## config.mk

```make
export PLATFORM = sky130hd
export DESIGN_NAME = rocketcpu_irqctrl_flat
export DESIGN_NICKNAME = d
export VERILOG_FILES = /design/src/rtl/rocketcpu_irqctrl_if.sv /design/src/rtl/rocketcpu_irqctrl.sv /design/src/flat_wrapper.sv
export SDC_FILE = /design/constraint.sdc
export NUM_CORES = 1
export LEC_CHECK = 0
export ABC_AREA = 0
export CAP_MARGIN = 20
export CORE_ASPECT_RATIO = 1.2
export CORE_MARGIN = 3
export CORE_UTILIZATION = 29
export DETAILED_ROUTE_END_ITERATION = 16
export PLACE_DENSITY_LB_ADDON = 0.15
export SLEW_MARGIN = 10
export SYNTH_ARGS = -nofsm -noshare
export SYNTH_HDL_FRONTEND = slang
export SYNTH_SLANG_ARGS = --single-unit
```

## constraint.sdc

```tcl
create_clock -name i_wb_clk -period 1.45 [get_ports i_wb_clk]
set_clock_uncertainty 0.2 [all_clocks]
set_input_delay 0.435 -clock i_wb_clk [delete_from_list [all_inputs] [get_ports i_wb_clk]]
set_output_delay 0.435 -clock i_wb_clk [all_outputs]
set_load 0.005 [all_outputs]
```

## src/rtl/rocketcpu_irqctrl_if.sv

```systemverilog
// rtl/rocketcpu_irqctrl_if.sv - single-cycle Wishbone-style register port for the interrupt controller
interface rocketcpu_irqctrl_if;
    logic [1:0]  i_wb_adr;
    logic [31:0] i_wb_dat;
    logic        i_wb_we;
    logic        i_wb_cyc;
    logic        o_wb_ack;
    logic [31:0] o_wb_rdt;

    modport master (
        output i_wb_adr,
        output i_wb_dat,
        output i_wb_we,
        output i_wb_cyc,
        input  o_wb_ack,
        input  o_wb_rdt
    );

    modport slave (
        input  i_wb_adr,
        input  i_wb_dat,
        input  i_wb_we,
        input  i_wb_cyc,
        output o_wb_ack,
        output o_wb_rdt
    );
endinterface

```

## src/rtl/rocketcpu_irqctrl.sv

```systemverilog
// rtl/rocketcpu_irqctrl.sv - edge-capturing interrupt aggregator with enable mask and claim register
module rocketcpu_irqctrl #(
    parameter int NUM_IRQ = 4
) (
    input  logic               i_wb_clk,
    input  logic               i_wb_rst,
    input  logic [NUM_IRQ-1:0] i_irq,
    rocketcpu_irqctrl_if.slave wb,
    output logic               o_irq
);

    localparam int PAD = 32 - NUM_IRQ;

    localparam logic [1:0] ADR_PENDING = 2'd0;
    localparam logic [1:0] ADR_ENABLE  = 2'd1;
    localparam logic [1:0] ADR_ACTIVE  = 2'd2;
    localparam logic [1:0] ADR_CLAIM   = 2'd3;

    logic [NUM_IRQ-1:0] pending;
    logic [NUM_IRQ-1:0] enable;
    logic [NUM_IRQ-1:0] prev;
    logic [NUM_IRQ-1:0] active;
    logic [NUM_IRQ-1:0] rise;
    logic [NUM_IRQ-1:0] w1c_mask;
    logic [NUM_IRQ-1:0] wr_bits;

    logic        accept;
    logic        wr_pending;
    logic        wr_enable;
    logic [4:0]  claim_idx;
    logic [31:0] claim_word;
    logic [31:0] rd_data;
    logic        unused_dat;

    assign active  = pending & enable;
    assign rise    = i_irq & ~prev;
    assign wr_bits = wb.i_wb_dat[NUM_IRQ-1:0];

    // Data bits above the implemented sources are never stored.
    assign unused_dat = ^wb.i_wb_dat[31:NUM_IRQ];

    // A held cyc is accepted only on alternate cycles because ack blocks the next accept.
    assign accept     = wb.i_wb_cyc & ~wb.o_wb_ack;
    assign wr_pending = accept & wb.i_wb_we & (wb.i_wb_adr == ADR_PENDING);
    assign wr_enable  = accept & wb.i_wb_we & (wb.i_wb_adr == ADR_ENABLE);
    assign w1c_mask   = wr_pending ? wr_bits : '0;

    // Scan downward so the lowest-numbered active source is the last to assign.
    always_comb begin
        claim_idx = '0;
        for (int i = NUM_IRQ - 1; i >= 0; i--) begin
            if (active[i]) begin
                claim_idx = 5'(i);
            end
        end
    end

    assign claim_word = {|active, 26'b0, claim_idx};

    always_comb begin
        rd_data = '0;
        case (wb.i_wb_adr)
            ADR_PENDING: rd_data = {{PAD{1'b0}}, pending};
            ADR_ENABLE:  rd_data = {{PAD{1'b0}}, enable};
            ADR_ACTIVE:  rd_data = {{PAD{1'b0}}, active};
            ADR_CLAIM:   rd_data = claim_word;
            default:     rd_data = '0;
        endcase
    end

    always_ff @(posedge i_wb_clk) begin
        // prev tracks i_irq even in reset so a source high at release is not seen as an edge.
        prev <= i_irq;
        if (i_wb_rst) begin
            pending     <= '0;
            enable      <= '0;
            wb.o_wb_ack <= 1'b0;
            wb.o_wb_rdt <= '0;
            o_irq       <= 1'b0;
        end else begin
            // Rising edge is OR-ed after the clear so a same-cycle set wins.
            pending     <= (pending & ~w1c_mask) | rise;
            if (wr_enable) begin
                enable <= wr_bits;
            end
            wb.o_wb_ack <= accept;
            wb.o_wb_rdt <= accept ? rd_data : '0;
            o_irq       <= |active;
        end
    end

endmodule

```

## src/flat_wrapper.sv

```systemverilog
// flat-port wrapper written by rule: the top's interface ports become plain ports
module rocketcpu_irqctrl_flat 
#(
    parameter int NUM_IRQ = 4
)
  (i_wb_clk, i_wb_rst, i_irq, o_irq, wb_i_wb_adr, wb_i_wb_dat, wb_i_wb_we, wb_i_wb_cyc, wb_o_wb_ack, wb_o_wb_rdt);
  rocketcpu_irqctrl_if wb_i ();
  input  logic i_wb_clk;
  input  logic i_wb_rst;
  input  logic [NUM_IRQ-1:0] i_irq;
  output logic o_irq;
  input wire logic [$bits(wb_i.i_wb_adr)-1:0] wb_i_wb_adr;
  input wire logic [$bits(wb_i.i_wb_dat)-1:0] wb_i_wb_dat;
  input wire logic [$bits(wb_i.i_wb_we)-1:0] wb_i_wb_we;
  input wire logic [$bits(wb_i.i_wb_cyc)-1:0] wb_i_wb_cyc;
  output wire logic [$bits(wb_i.o_wb_ack)-1:0] wb_o_wb_ack;
  output wire logic [$bits(wb_i.o_wb_rdt)-1:0] wb_o_wb_rdt;
  assign wb_i.i_wb_adr = wb_i_wb_adr;
  assign wb_i.i_wb_dat = wb_i_wb_dat;
  assign wb_i.i_wb_we = wb_i_wb_we;
  assign wb_i.i_wb_cyc = wb_i_wb_cyc;
  assign wb_o_wb_ack = wb_i.o_wb_ack;
  assign wb_o_wb_rdt = wb_i.o_wb_rdt;
  rocketcpu_irqctrl #(.NUM_IRQ(NUM_IRQ)) u_core (.i_wb_clk(i_wb_clk), .i_wb_rst(i_wb_rst), .i_irq(i_irq), .wb(wb_i), .o_irq(o_irq));
endmodule
```

Word-level counts from Yosys, hierarchy flattened. Index checks and enable logic that the tools add are counted.

Add/sub/neg operators: 0. $mul: 0. Div/mod/pow operators: 0. $lt $le $gt $ge: 0. Equality and inequality tests: 3. Shift-type cells: 0. Multiplexer cells: 6. Bitwise operators: 12. Reduce and logical (&&, ||, !) cells: 3.

Operators with widths (number): $pmux W32 S4 (1); $and A4 B4 Y4 (3); $mux W2 (4); $not A4 Y4 (2); $and A1 B1 Y1 (4); $eq A2 B2 Y1 const B (2); $mux W4 (1); $or A4 B4 Y4 (1); $reduce_or A4 Y1 (1); $eq A2 B1 Y1 const B (1); $logic_not A2 Y1 (1); $not A1 Y1 (2); $reduce_or A2 Y1 (1).

Register bits: 46. Bits in latches: 0. RAM bits: 0. Memory bits (read-only): 0. Input port bits: 42. Output and inout port bits: 34. Logic and storage cells: 30. Memories kept: 0.

Longest topological paths before layout.
Word-level depth: 8. Depth in mapped cells: 6. Gate-level depth less buffers: 4.

Worst setup path before layout. OpenSTA, ideal clock, no wires.

Kind: input to register. From: input port wb_i_wb_adr[1]. To: register u_core.enable[0]. Library setup time: 117 ps. Arrival time: 1157 ps. Data required time: 1133 ps. Setup slack: -24 ps. Cell stages on the path: 6. Buffers on the path: 2. Path through: buf_2 nor2b_4 and2b_1 buf_6 mux2i_1 nor2_1.

Word-level cells in the longest chain between the ends: 2.

Ends and longest elaborated chain: start: declaration (line flat_wrapper.sv:12) `input wire logic [$bits(wb_i.i_wb_adr)-1:0] wb_i_wb_adr;`; $eq A2 B1 Y1 (line rocketcpu_irqctrl.sv:45) `assign wr_enable = accept & wb.i_wb_we & (wb.i_wb_adr == ADR_ENABLE);`; $and A1 B1 Y1 (line rocketcpu_irqctrl.sv:45); end signal: assignment (line rocketcpu_irqctrl.sv:84) `enable <= wr_bits;`; end: declaration (line rocketcpu_irqctrl.sv:20) `logic [NUM_IRQ-1:0] enable;`.

No other way between the ends. A chain may end at the register's enable or synchronous reset.

Worst setup path after layout.
From: register u_core.wb.o_wb_ack. To: register u_core.enable[1].

Word-level cells in the longest chain between the ends: 4.

Ends and longest elaborated chain: start: declaration (line rocketcpu_irqctrl_if.sv:24) `output o_wb_ack,`; start signal: assignment (line rocketcpu_irqctrl.sv:86) `wb.o_wb_ack <= accept;`; $not A1 Y1 (line rocketcpu_irqctrl.sv:43) `assign accept = wb.i_wb_cyc & ~wb.o_wb_ack;`; $and A1 B1 Y1 (line rocketcpu_irqctrl.sv:43); $and A1 B1 Y1 (2 in series) (line rocketcpu_irqctrl.sv:45).

No other way between the ends.

==> flow_metrics.env <==
export IMPL_cts_root_buf="clkbuf_4"
export IMPL_grt_pass1_vias=673
export IMPL_place_ws_ps=-474
export IMPL_fin_setup_tns_ps=-5.95
export IMPL_overflow=0
export IMPL_setup_viol=1
export IMPL_cts_sinks=19
export IMPL_wl_per_cell_microns=10.5
export IMPL_finalHoldViolations=0
export IMPL_dieArea_sq_mm=0.00399
export IMPL_power_frac_clock_pct=27.5
export IMPL_clock_latency_ps=290
export IMPL_grt_pass1_wl_microns=2990
export IMPL_drive_gt1_share_pct=23.7
export IMPL_layout_commonest_cell="conb_1"
export IMPL_drv_slew=0
export IMPL_cts_buffer_depth=2
export IMPL_critPathLaunch="u_core.wb.o_wb_ack$_SDFF_PP0_"
export IMPL_ff2ff_path_depth=5
export IMPL_cp_slowest_cell="dfxtp_2"
export IMPL_timing_final_crit_share_pct=100
export IMPL_switching_share_pct=25.2
export IMPL_ios=76
export IMPL_peakVddDrop_mv=0.484
export IMPL_avgSynthCellArea_sq_um=8.61
export IMPL_ctsHoldBuffers=0
export IMPL_cts_tree="yes"
export IMPL_netSwitchingPower_uw=243
export IMPL_path_delay_family="simple AND/OR/NAND/NOR gates"
export IMPL_leakagePower_uw=0.000509
export IMPL_cp_end_kind="flop"
export IMPL_cp_num_buf_inv=1
export IMPL_dr_pass1_iters=4
export IMPL_setup_ws_ps=-5.95
export IMPL_startpoint_type="flop"
export IMPL_final_cell_area_sq_mm=0.00115
export IMPL_status="finished, violations left"
export IMPL_worstSetupPathDepth=5
export IMPL_p_int_uw=721
export IMPL_drtIter0Drc=18
export IMPL_hold_class="reg -> reg"
export IMPL_coreArea_sq_mm=0.00308
export IMPL_crit_chain="buf_6, nand3b_1, and2b_2, mux2i_1, nor2_1"
export IMPL_p_comb_share_pct=14.9
export IMPL_drt_total_wl_microns=1840
export IMPL_synthesis_area_sq_um=947
export IMPL_nets=182
export IMPL_period_minus_slack_ps=1460
export IMPL_yosysUniqueCellTypes=26
export IMPL_area_growth_pct=21.7
export IMPL_r2r_start="u_core.wb.o_wb_ack$_SDFF_PP0_"
export IMPL_cp_max_fo=4
export IMPL_die_x_microns=58.2
export IMPL_slowest_delay_ps=340
export IMPL_antenna_cells=0
export IMPL_hold_start="u_core.prev[3]$_DFF_P_"
export IMPL_grt_use_total_pct=10.0
export IMPL_required_ps=1450
export IMPL_place_hpwl_microns=1470
export IMPL_ys_ff_latch=19
export IMPL_cp_data_arrival_time_ps=1450
export IMPL_antenna_found_initial=0
export IMPL_viasPerCell=4.09
export IMPL_violations="negative setup slack"
export IMPL_vias=715
export IMPL_cts_inserted_buffers=3
export IMPL_clk_pin_slew_ps=100
export IMPL_hold_depth=2
export IMPL_power_uw=964
export IMPL_start_util_pct=30.7
export IMPL_rsz0062_at_grt="true"
export IMPL_port_buffers=20
export IMPL_grt_max_degree=11
export IMPL_drc_errors=0
export IMPL_max_freq_mhz=687
export IMPL_crit_type="reg -> reg"
export IMPL_final_cell_mix="27 x conb_1, 16 x dfxtp_1, 11 x nand2_1"
export IMPL_drv_cap=0
export IMPL_postSynthCellCount=110
export IMPL_p_seq_share_pct=57.6
export IMPL_synth_warnings=0
export IMPL_fp_row_count=22
export IMPL_die_y_microns=68.6
export IMPL_htreeDepth=1
export IMPL_ant_nets=0
export IMPL_place_gp_congestion=0.748
export IMPL_placed_area_sq_mm=0.00113
export IMPL_finish_utilization_pct=37.4
export IMPL_p_per_area_mw_per_mm2=836
export IMPL_ys_seq_area_share_pct=40.2
area by class of cell:
cell class | count | area, sq um
clock buffer | 4 | 26.3
tap | 36 | 45.0
timing repair buffer | 29 | 230
multi-input combinational | 85 | 459
sequential | 19 | 384
inverter | 2 | 7.51
fill | 353 | 1930
worst reg2reg max path, cell delays in order, from the launching register on:
cell	delay, ps
dfxtp_2	340
buf_6	100
nand3b_1	170
and2b_2	300
mux2i_1	200
nor2_1	50
synthesized netlist by cell type:
cell / instances / area [sq um]
buf_6: 1 / 11.3
a221oi_1: 1 / 8.76
nand2b_1: 5 / 31.3
or3b_4: 1 / 11.3
o21ai_0: 1 / 5.00
nand3_1: 1 / 5.00
nand3b_1: 2 / 15.0
o21ai_1: 8 / 40.0
conb_1: 1 / 3.75
dfxtp_1: 19 / 380
nor2b_4: 1 / 13.8
a22oi_1: 1 / 7.51
nand4_1: 1 / 6.26
and3_1: 1 / 6.26
buf_2: 2 / 10.0
nor2b_1: 2 / 12.5
mux2i_1: 4 / 40.0
nor2_2: 1 / 6.26
and2b_1: 1 / 7.51
nand2_1: 11 / 41.3
inv_2: 1 / 3.75
inv_1: 1 / 3.75
nor2_1: 6 / 22.5
buf_4: 27 / 203
a21oi_1: 9 / 45.0
a31oi_1: 1 / 6.26
metal layers:
metal	global-route usage [%]	vias up	share of wire, %
li1	-	367	-
met2	16.4	24	51
met5	0	-	0
met3	1.68	2	6.9
met4	6.96	0	0.81
met1	12.0	322	41
sequential cells by signal, indices dropped and copies added (netlist names):
register	count
u_core.enable	4
u_core.prev	4
u_core.pending	4
u_core.wb.o_wb_ack	1
u_core.o_irq	1
u_core.wb.o_wb_rdt	5
repair_timing:
action	4_1_cts	5_1_grt
pin swaps	3	6
endpoints found under the setup margin	19	8
gates resized for setup	38	5
cloned	0	0
buffers inserted	2	1
power by group through the flow:
| stage | clock network, uW | registers (uW) | logic, uW |
|---|---|---|---|
| after floorplan | 0 | 563 | 123 |
| after global placement | 0 | 566 | 141 |
| after detailed placement | 0 | 566 | 142 |
| after CTS | 287 | 554 | 140 |
| after global routing | 314 | 559 | 163 |
| final | 265 | 555 | 143 |
path summary, 6_finish.rpt:
| kind | to | slack [ps] |
|---|---|---|
| max | u_core.enable[1]$_SDFFE_PP0P_ | -6 |
| max reg2reg | u_core.enable[1]$_SDFFE_PP0P_ | -6 |
| min reg2reg | u_core.pending[3]$_SDFF_PP0_ | 290 |
| min | u_core.pending[3]$_SDFF_PP0_ | 290 |
per-stage QoR:
step | hold WS (ps) | cells
floorplan | 255 | 136
global placement | 272 | 170
detailed placement | 273 | 170
CTS | 289 | 176
global route | 337 | 175
finish | 286 | 175
kinds of logic after synthesis:
group | share of synthesized area, %
AOI/OAI and AO/OA | 11.9
DFF | 40.2
buffers and inverters | 24.4
and+or+nand+nor | 18.9
other | 0.396
muxes | 4.23
No activity file was read; power rests on OpenSTA's default activity.
